[src/rtl/mmio_io_hub_if.sv]
// CPU data-port / BRAM port-A bundle seen by the I/O hub.
// The master side drives the address, write and BRAM read data; the hub answers on the slave side.
interface mmio_io_hub_if #(
  parameter int WIDTH      = 16,
  parameter int ADDR_WIDTH = 10
);
  logic [ADDR_WIDTH-1:0] addr;
  logic                  we;
  logic [WIDTH-1:0]      wdata;
  logic [WIDTH-1:0]      mem_rdata;
  logic                  mem_we;
  logic [WIDTH-1:0]      rdata;
  logic                  io_sel;

  modport master (output addr, we, wdata, mem_rdata, input rdata, mem_we, io_sel);
  modport slave  (input addr, we, wdata, mem_rdata, output rdata, mem_we, io_sel);
endinterface

[src/rtl/mmio_io_hub.sv]
// Memory-mapped I/O hub: output registers, debounced switches with rising-edge
// pending flags and maskable irq, plus a loadable free-running timer.
module mmio_io_hub #(
  parameter int WIDTH           = 16,
  parameter int ADDR_WIDTH      = 10,
  parameter int NUM_OUT         = 2,
  parameter int OUT_WIDTH       = 8,
  parameter int IN_WIDTH        = 8,
  parameter int DEBOUNCE_CYCLES = 16
) (
  input  logic                         clk,
  input  logic                         reset,
  mmio_io_hub_if.slave                 bus,
  input  logic [IN_WIDTH-1:0]          switches,
  output logic [NUM_OUT*OUT_WIDTH-1:0] out_ports,
  output logic                         irq
);
  localparam int              CW       = $clog2(DEBOUNCE_CYCLES);
  localparam logic [CW-1:0]   CNT_LAST = CW'(DEBOUNCE_CYCLES - 1);

  logic [3:0]                          off;
  logic                                io_wr;
  logic [NUM_OUT-1:0][OUT_WIDTH-1:0]   out_q;
  logic [IN_WIDTH-1:0]                 sync1, sync, stable, pend, mask;
  logic [IN_WIDTH-1:0]                 rise, w1c;
  logic [CW-1:0]                       cnt;
  logic                                accept;
  logic [WIDTH-1:0]                    timer;

  assign off         = bus.addr[3:0];
  assign bus.io_sel  = bus.addr[ADDR_WIDTH-1] & bus.addr[ADDR_WIDTH-2];
  assign bus.mem_we  = bus.we & ~bus.io_sel;
  assign io_wr       = bus.we & bus.io_sel;
  assign out_ports   = out_q;
  assign irq         = |(pend & mask);

  // A switch change is taken only after sync has differed from stable for
  // DEBOUNCE_CYCLES consecutive edges; the accept edge is the last of them.
  assign accept = (sync != stable) && (cnt == CNT_LAST);
  assign rise   = accept ? (sync & ~stable) : '0;
  assign w1c    = (io_wr && off == 4'h9) ? bus.wdata[IN_WIDTH-1:0] : '0;

  always_ff @(posedge clk or negedge reset) begin
    if (!reset) begin
      out_q <= '0;
    end else begin
      for (int k = 0; k < NUM_OUT; k++)
        if (io_wr && off == 4'(k)) out_q[k] <= bus.wdata[OUT_WIDTH-1:0];
    end
  end

  always_ff @(posedge clk or negedge reset) begin
    if (!reset) begin
      sync1  <= '0;
      sync   <= '0;
      stable <= '0;
      cnt    <= '0;
      pend   <= '0;
      mask   <= '0;
      timer  <= '0;
    end else begin
      sync1 <= switches;
      sync  <= sync1;
      if (sync == stable) begin
        cnt <= '0;
      end else if (accept) begin
        stable <= sync;
        cnt    <= '0;
      end else begin
        cnt <= cnt + CW'(1);
      end
      // A new edge beats a simultaneous write-one-to-clear on the same bit.
      pend <= (pend & ~w1c) | rise;
      if (io_wr && off == 4'hA) mask <= bus.wdata[IN_WIDTH-1:0];
      timer <= (io_wr && off == 4'hC) ? bus.wdata : timer + WIDTH'(1);
    end
  end

  always_comb begin
    bus.rdata = '0;
    if (!bus.io_sel) begin
      bus.rdata = bus.mem_rdata;
    end else begin
      for (int k = 0; k < NUM_OUT; k++)
        if (off == 4'(k)) bus.rdata[OUT_WIDTH-1:0] = out_q[k];
      case (off)
        4'h8:    bus.rdata[IN_WIDTH-1:0] = stable;
        4'h9:    bus.rdata[IN_WIDTH-1:0] = pend;
        4'hA:    bus.rdata[IN_WIDTH-1:0] = mask;
        4'hC:    bus.rdata = timer;
        default: ;
      endcase
    end
  end
endmodule

[src/flat_wrapper.sv]
// flat-port wrapper written by rule: the top's interface ports become plain ports
module mmio_io_hub_flat 
#(
  parameter int WIDTH           = 16,
  parameter int ADDR_WIDTH      = 10,
  parameter int NUM_OUT         = 2,
  parameter int OUT_WIDTH       = 8,
  parameter int IN_WIDTH        = 8,
  parameter int DEBOUNCE_CYCLES = 16
)
  (clk, reset, switches, out_ports, irq, bus_addr, bus_we, bus_wdata, bus_mem_rdata, bus_rdata, bus_mem_we, bus_io_sel);
  mmio_io_hub_if #(.WIDTH(WIDTH), .ADDR_WIDTH(ADDR_WIDTH)) bus_i ();
  input  logic clk;
  input  logic reset;
  input  logic [IN_WIDTH-1:0] switches;
  output logic [NUM_OUT*OUT_WIDTH-1:0] out_ports;
  output logic irq;
  input wire logic [$bits(bus_i.addr)-1:0] bus_addr;
  input wire logic [$bits(bus_i.we)-1:0] bus_we;
  input wire logic [$bits(bus_i.wdata)-1:0] bus_wdata;
  input wire logic [$bits(bus_i.mem_rdata)-1:0] bus_mem_rdata;
  output wire logic [$bits(bus_i.rdata)-1:0] bus_rdata;
  output wire logic [$bits(bus_i.mem_we)-1:0] bus_mem_we;
  output wire logic [$bits(bus_i.io_sel)-1:0] bus_io_sel;
  assign bus_i.addr = bus_addr;
  assign bus_i.we = bus_we;
  assign bus_i.wdata = bus_wdata;
  assign bus_i.mem_rdata = bus_mem_rdata;
  assign bus_rdata = bus_i.rdata;
  assign bus_mem_we = bus_i.mem_we;
  assign bus_io_sel = bus_i.io_sel;
  mmio_io_hub #(.WIDTH(WIDTH), .ADDR_WIDTH(ADDR_WIDTH), .NUM_OUT(NUM_OUT), .OUT_WIDTH(OUT_WIDTH), .IN_WIDTH(IN_WIDTH), .DEBOUNCE_CYCLES(DEBOUNCE_CYCLES)) u_core (.clk(clk), .reset(reset), .bus(bus_i), .switches(switches), .out_ports(out_ports), .irq(irq));
endmodule
[config.mk]
export PLATFORM = sky130hd
export DESIGN_NAME = mmio_io_hub_flat
export DESIGN_NICKNAME = d
export VERILOG_FILES = /design/src/rtl/mmio_io_hub_if.sv /design/src/rtl/mmio_io_hub.sv /design/src/flat_wrapper.sv
export SDC_FILE = /design/constraint.sdc
export NUM_CORES = 1
export LEC_CHECK = 0
export BUFFER_PORTS_ARGS = -buffer_cell sky130_fd_sc_hd__buf_2
export CAP_MARGIN = 15
export CORE_ASPECT_RATIO = 0.8
export CORE_MARGIN = 3
export CORE_UTILIZATION = 55
export DETAILED_ROUTE_END_ITERATION = 8
export GPL_TIMING_DRIVEN = 0
export PLACE_DENSITY = 0.81
export SYNTH_ARGS = -nofsm -noshare
export SYNTH_HDL_FRONTEND = slang
export SYNTH_SLANG_ARGS = --single-unit
[constraint.sdc]
create_clock -name clk -period 4.45 [get_ports clk]
set_clock_uncertainty 0.1 [all_clocks]
set_input_delay 0.445 -clock clk [delete_from_list [all_inputs] [get_ports clk]]
set_output_delay 0.445 -clock clk [all_outputs]
set_load 0.01 [all_outputs]
Word-level counts from Yosys, hierarchy flattened
Index checks and enable logic that the tools add are counted. W data, S select, Z words.

Multiplexer cells: 10. Reductions and logical operators: 9. Equal/unequal tests: 8. Bitwise logic cells: 11. Add/subtract/negate cells: 2.

Operators with widths (count): $mux W8 (5); $mux W16 (2); $pmux W8 S4 (1); $and A8 B8 Y8 (3); $eq A4 B4 Y1 const B (5); $add A16 B1 Y16 const B (1); $not A8 Y8 (2); $eq A8 B8 Y1 (1); $mux W4 (2); $ne A8 B8 Y1 (1); $or A8 B8 Y8 (1); $reduce_or A8 Y1 (1); $logic_and A1 B1 Y1 (6); $add A4 B1 Y4 const B (1); $eq A4 B1 Y1 const B (1); $logic_not A4 Y1 (1); $and A1 B1 Y1 (3); $not A1 Y1 (2); $reduce_and A2 Y1 (1).

Input port bits: 53. Logic and storage cells: 49. Flip-flop bits (word level): 76.

Depth between registers and ports, before layout
Depth in word-level cells: 7. Mapped depth: 7. Depth with buffers taken out: 6.

Worst setup path before layout
OpenSTA, ideal clock, no wires.

Path type: input port to output port. Start: input port bus_addr[2]. End: output port bus_rdata[10]. Path buffers: 2. Data arrival time: 1.595 ns. Stages: 5. Slack: 2.310 ns. Path through: buf_2 -> nor3b_1 -> and3_1 -> clkbuf_1 -> a22o_1.

Word-level cells in the longest chain between the ends: 3.

Ends and longest elaborated chain: start: declaration (RTL line flat_wrapper.sv:18) `input wire logic [$bits(bus_i.addr)-1:0] bus_addr;`; $eq A4 B4 Y1 (RTL line mmio_io_hub.sv:86) `case (off)`; $mux W8 (RTL line mmio_io_hub.sv:86); $mux W16 (RTL line mmio_io_hub.sv:81) `if (!bus.io_sel) begin`; end: declaration (RTL line flat_wrapper.sv:22) `output wire logic [$bits(bus_i.rdata)-1:0] bus_rdata;`.

No other way between the ends.

Worst setup path in the final report
Start: input port bus_addr[0]. End: output port bus_rdata[3].

Word-level cells in the longest chain between the ends: 5. Elaborated cells between the ends (all ways): 10.

Ends and longest elaborated chain: $logic_not A4 Y1 (RTL line mmio_io_hub.sv:85) `if (off == 4'(k)) bus.rdata[OUT_WIDTH-1:0] = out_q[k];`; $mux W8 (2 in series) (RTL line mmio_io_hub.sv:85); $pmux W8 S4 * (RTL line mmio_io_hub.sv:86); $mux W16 * (RTL line mmio_io_hub.sv:81).

Every way passes the cells marked *; elsewhere a longest branch is shown, timed or not.

==> summary.md <==
| Metric | Value |
|---|---|
| Most common cell after layout, fill and taps aside | `buf_2` |
| Most common cell on crit path | `buf_2` |
| Largest family of logic cells by synthesized area | `compound AO/OA/AOI/OAI gates` |
| Die footprint | `0.00806 mm²` |
| Initial antenna violation count | `0` |
| Post-DRT Antenna Nets | `0` |
| GPL Wtd Cong | `between 0.9 and 1` |
| Vias in the first global route | `2,998` |
| Total Wirelength | `9510 µm` |
| Max Fanout on Critical Path | `10` |
| Detailed-route via count | `3,229` |
| FP Rows | `26` |
| P&R area growth vs syn | `20.0%` |
| Initial core utilization | `0.584` |
| Setup TNS Final | `0 ps` |
| Final setup fails | `0` |
| R2R Path Start | `u_core.stable[4]` |
| Max_slew headroom | `0.505` |
| Fillers | `497` |
| Synth Area in Adders | `0.0324` |
| Register Area | `0.00190 mm²` |
| Internal power | `between 1 and 1.5 mW` |
| Max-Cap Viols | `0` |
| Number of synthesized flops with an enable pin | `0` |
| Critical path data required time | `just under 4000 ps` |
| Worst setup path endpoint | `bus_rdata[3]` |
| VDD IR-drop max | `0.315 mV` |
| Largest net degree at the start of global routing | `74` |
| Status | `finished, final reports clean` |
| Worst EP arrival | `2010 ps` |
| Worst reg-to-reg path cell count | `7` |
| Switching Fraction | `0.323` |
| Crit-path cells | `buf_2 -> buf_2 -> buf_1 -> o21ai_1 -> o221a_2 -> buf_2` |
| Gr usage total | `0.246` |
| Most frequent cells in the layout | `buf_2 (87), dfrtp_1 (76), mux2_2 (32)` |
| Worst hold path type | `in -> reg` |
| Worst-margin pin slew | `742 ps` |
| Synth Area in Compound Gates | `0.162` |
| Worst R2R End | `u_core.stable[7]` |
| Core ar. | `0.00660 mm²` |
| Min cycle time layout | `2560 ps` |
| CP startpoint kind | `input port` |
| Primary FF master, synth | `dfrtp_1` |
| Final hold vios | `0` |
| Max Slew Vio Count | `0` |
| DR WL/cell | `17.6 µm` |
| XOR/XNOR share of the synthesized area | `0.0340` |
| First-pass GRT wire length | `15,200 µm` |
| Clock share of power | `0.272` |
| Post-CTS setup buffer count | `0` |
| ANT cells | `0` |
| Buf/Inv on CP | `4` |
| Nets | `513` |
| Crit-path slowest cell | `o21ai_1` |
| Clk Latency, worst-skew pair | `350 ps` |
| GR Overflow Total | `0` |
| DRC viols | `0` |
| Synthesized area | `0.00386 mm²` |
| P_sw | `0.691 mW` |
| Pre-Repair DR Iteration Count | `6` |
| Hpwl dp | `7040 µm` |
| Critical path's largest stage delay | `580 ps` |
| CTS tree | `done` |
| Num CTS Buffers | `9` |
| Setup crit start | `bus_addr[0]` |
| Pleak | `2.17 nW` |
| Final Util | `0.701` |
| Average size of a mapped cell | `roughly 11 µm²` |
| Simple-Gate Fraction of Synth Area | `0.143` |
| Sequential-to-total area share from yosys stat | `0.493` |
| Layout cell share with drive strength beyond 1 | `0.325` |
| Synth warn | `0` |
| Vias per cell | `5.99` |
| Post-synth ARST share | `1.00` |
| Mapped Cells | `~360` |
| Crit Path Class | `in -> out` |
| Setup repair after global routing missed its margin | `no` |
| Seq pwr share | `0.498` |
| Mux contribution to synthesized area | `0.0934` |
| Clock Tree Buf Depth | `2` |
| Multi-input gate area | `0.00179 mm²` |
| Die H | `approximately 80 µm` |
| Setup crit end kind | `output pin` |
| Reg clk slew, reported paths | `80 ps` |
| Critical Path Stages | `6` |
| I/O Buffers | `a little over 80` |
| R2r setup slk | `2030 ps` |
| Yosys cell types | `43` |
| Synthesized netlist net count | `between 400 and 500` |
| Critical path's top delay family | `compound AO/OA/AOI/OAI gates` |
| CTS Root Cell | `clkbuf_8` |
| F_max | `slightly below 400 MHz` |
| Clk sinks | `76` |
| I/O pin count | `just under 90` |
| P per Cell Area | `462 mW/mm²` |
| CTS H-tree lvls | `3` |
| Initial DRC Count | `236` |
| Gate power share | `0.229` |
| Final worst path period share | `0.575` |
| Synthesized flop and latch total | `76` |
| DIE WIDTH | `between 90 and 100 µm` |
-- logic make-up (layout without fill, tap and decap cells) --
| family | Yosys count | in the layout |
|---|---|---|
| AND/OR/NAND/NOR | 98 | 98 |
| buffers and inverters | 39 | 138 |
| flip-flops | 76 | 76 |
| multiplexers | 32 | 32 |
| AO/OA/AOI/OAI | 86 | 86 |
| XOR/XNOR | 15 | 15 |
| adder cells (fa/ha/maj) | 10 | 10 |
-- what timing repair did --
| item | 4_1_cts | 5_1_grt |
|---|---|---|
| gates resized for setup | 0 | 0 |
| hold buffers | 1 | 0 |
| endpoints found under the hold margin | 3 | 0 |
-- power groups by stage --
stage / Sequential, mW / Clock, mW / Combinational, mW
CTS: 1.06 / 0.595 / 0.495
global placement: 1.06 / 0 / 0.466
finish: 1.07 / 0.583 / 0.490
floorplan: 1.01 / 0 / 0.337
global route: 1.08 / 0.625 / 0.554
detailed placement: 1.07 / 0 / 0.492
-- cell usage after synthesis (all sizes together), types with 8 or more instances --
| cell type | number | area share |
|---|---|---|
| xnor2 | 14 | 0.032 |
| a221oi | 8 | 0.018 |
| buf | 11 | 0.015 |
| nor2 | 12 | 0.012 |
| clkbuf | 8 | 0.0078 |
| nand4 | 8 | 0.013 |
| mux2 | 32 | 0.093 |
| o21ai | 26 | 0.034 |
| ha | 10 | 0.032 |
| nand2 | 28 | 0.028 |
| a22o | 16 | 0.036 |
| a21oi | 8 | 0.010 |
| nor4 | 10 | 0.016 |
| inv | 20 | 0.019 |
| dfrtp | 76 | 0.49 |
-- state kept, by name, indices dropped and copies added (netlist names) --
signal,flops
u_core.out_ports,16
u_core.timer,16
u_core.mask,8
u_core.pend,8
u_core.stable,8
u_core.sync1,8
u_core.sync,8
u_core.cnt,4
-- final cells by class --
cell class / count / share of cell area
clock inverter: 7 / 0.0211
tap: 84 / 0.0227
multi-input combinational: 241 / 0.387
inverter: 20 / 0.0162
sequential: 76 / 0.411
buffer: 19 / 0.0189
clock buffer: 9 / 0.0267
timing repair buffer: 83 / 0.0962
-- worst min path at each step --
stage / startpoint / endpoint / slack, ps / depth (start not counted)
5_1_grt: switches[5] / u_core.sync1[5] / 70 / 1
4_1_cts: switches[5] / u_core.sync1[5] / 80 / 1
3_3_place_gp: u_core.sync1[0] / u_core.sync[0] / 230 / 0
2_1_floorplan: reset / u_core.cnt[0] / 50 / 0
3_5_place_dp: reset / u_core.timer[12] / 160 / 1
6_report: switches[1] / u_core.sync1[1] / 90 / 1
-- stage by stage --
stage / hold WS, ps / cells / power (mW) / worst slack (ps) / cell area [µm²]
floorplan: 49.4 / 356 / 1.35 / 2310 / 3860
global placement: 231 / 521 / 1.53 / 1950 / 4370
detailed placement: 156 / 522 / 1.56 / 1940 / 4400
CTS: 79.9 / 539 / 2.15 / 1940 / 4630
global route: 71.8 / 539 / 2.26 / 1710 / 4630
finish: 92.7 / 539 / 2.14 / 1890 / 4630
-- per-layer routing --
metal  wire length (µm)  vias to the layer above  global-route usage
li1                   -                     1505                   -
met1               4190                     1565               0.344
met2               4210                      143               0.379
met3                906                       16              0.0644
met4                201                        0              0.0750
met5                  0                        -                   0
-- worst reg2reg max path, cell delays in order (launching register included) --
cell      delay [ps]
dfrtp_1          400
inv_1             60
ha_1             290
nand4_1           90
nor2_1           100
nor2_1           440
clkbuf_1         440
mux2_2           390
(Power assumes the default switching activity.)
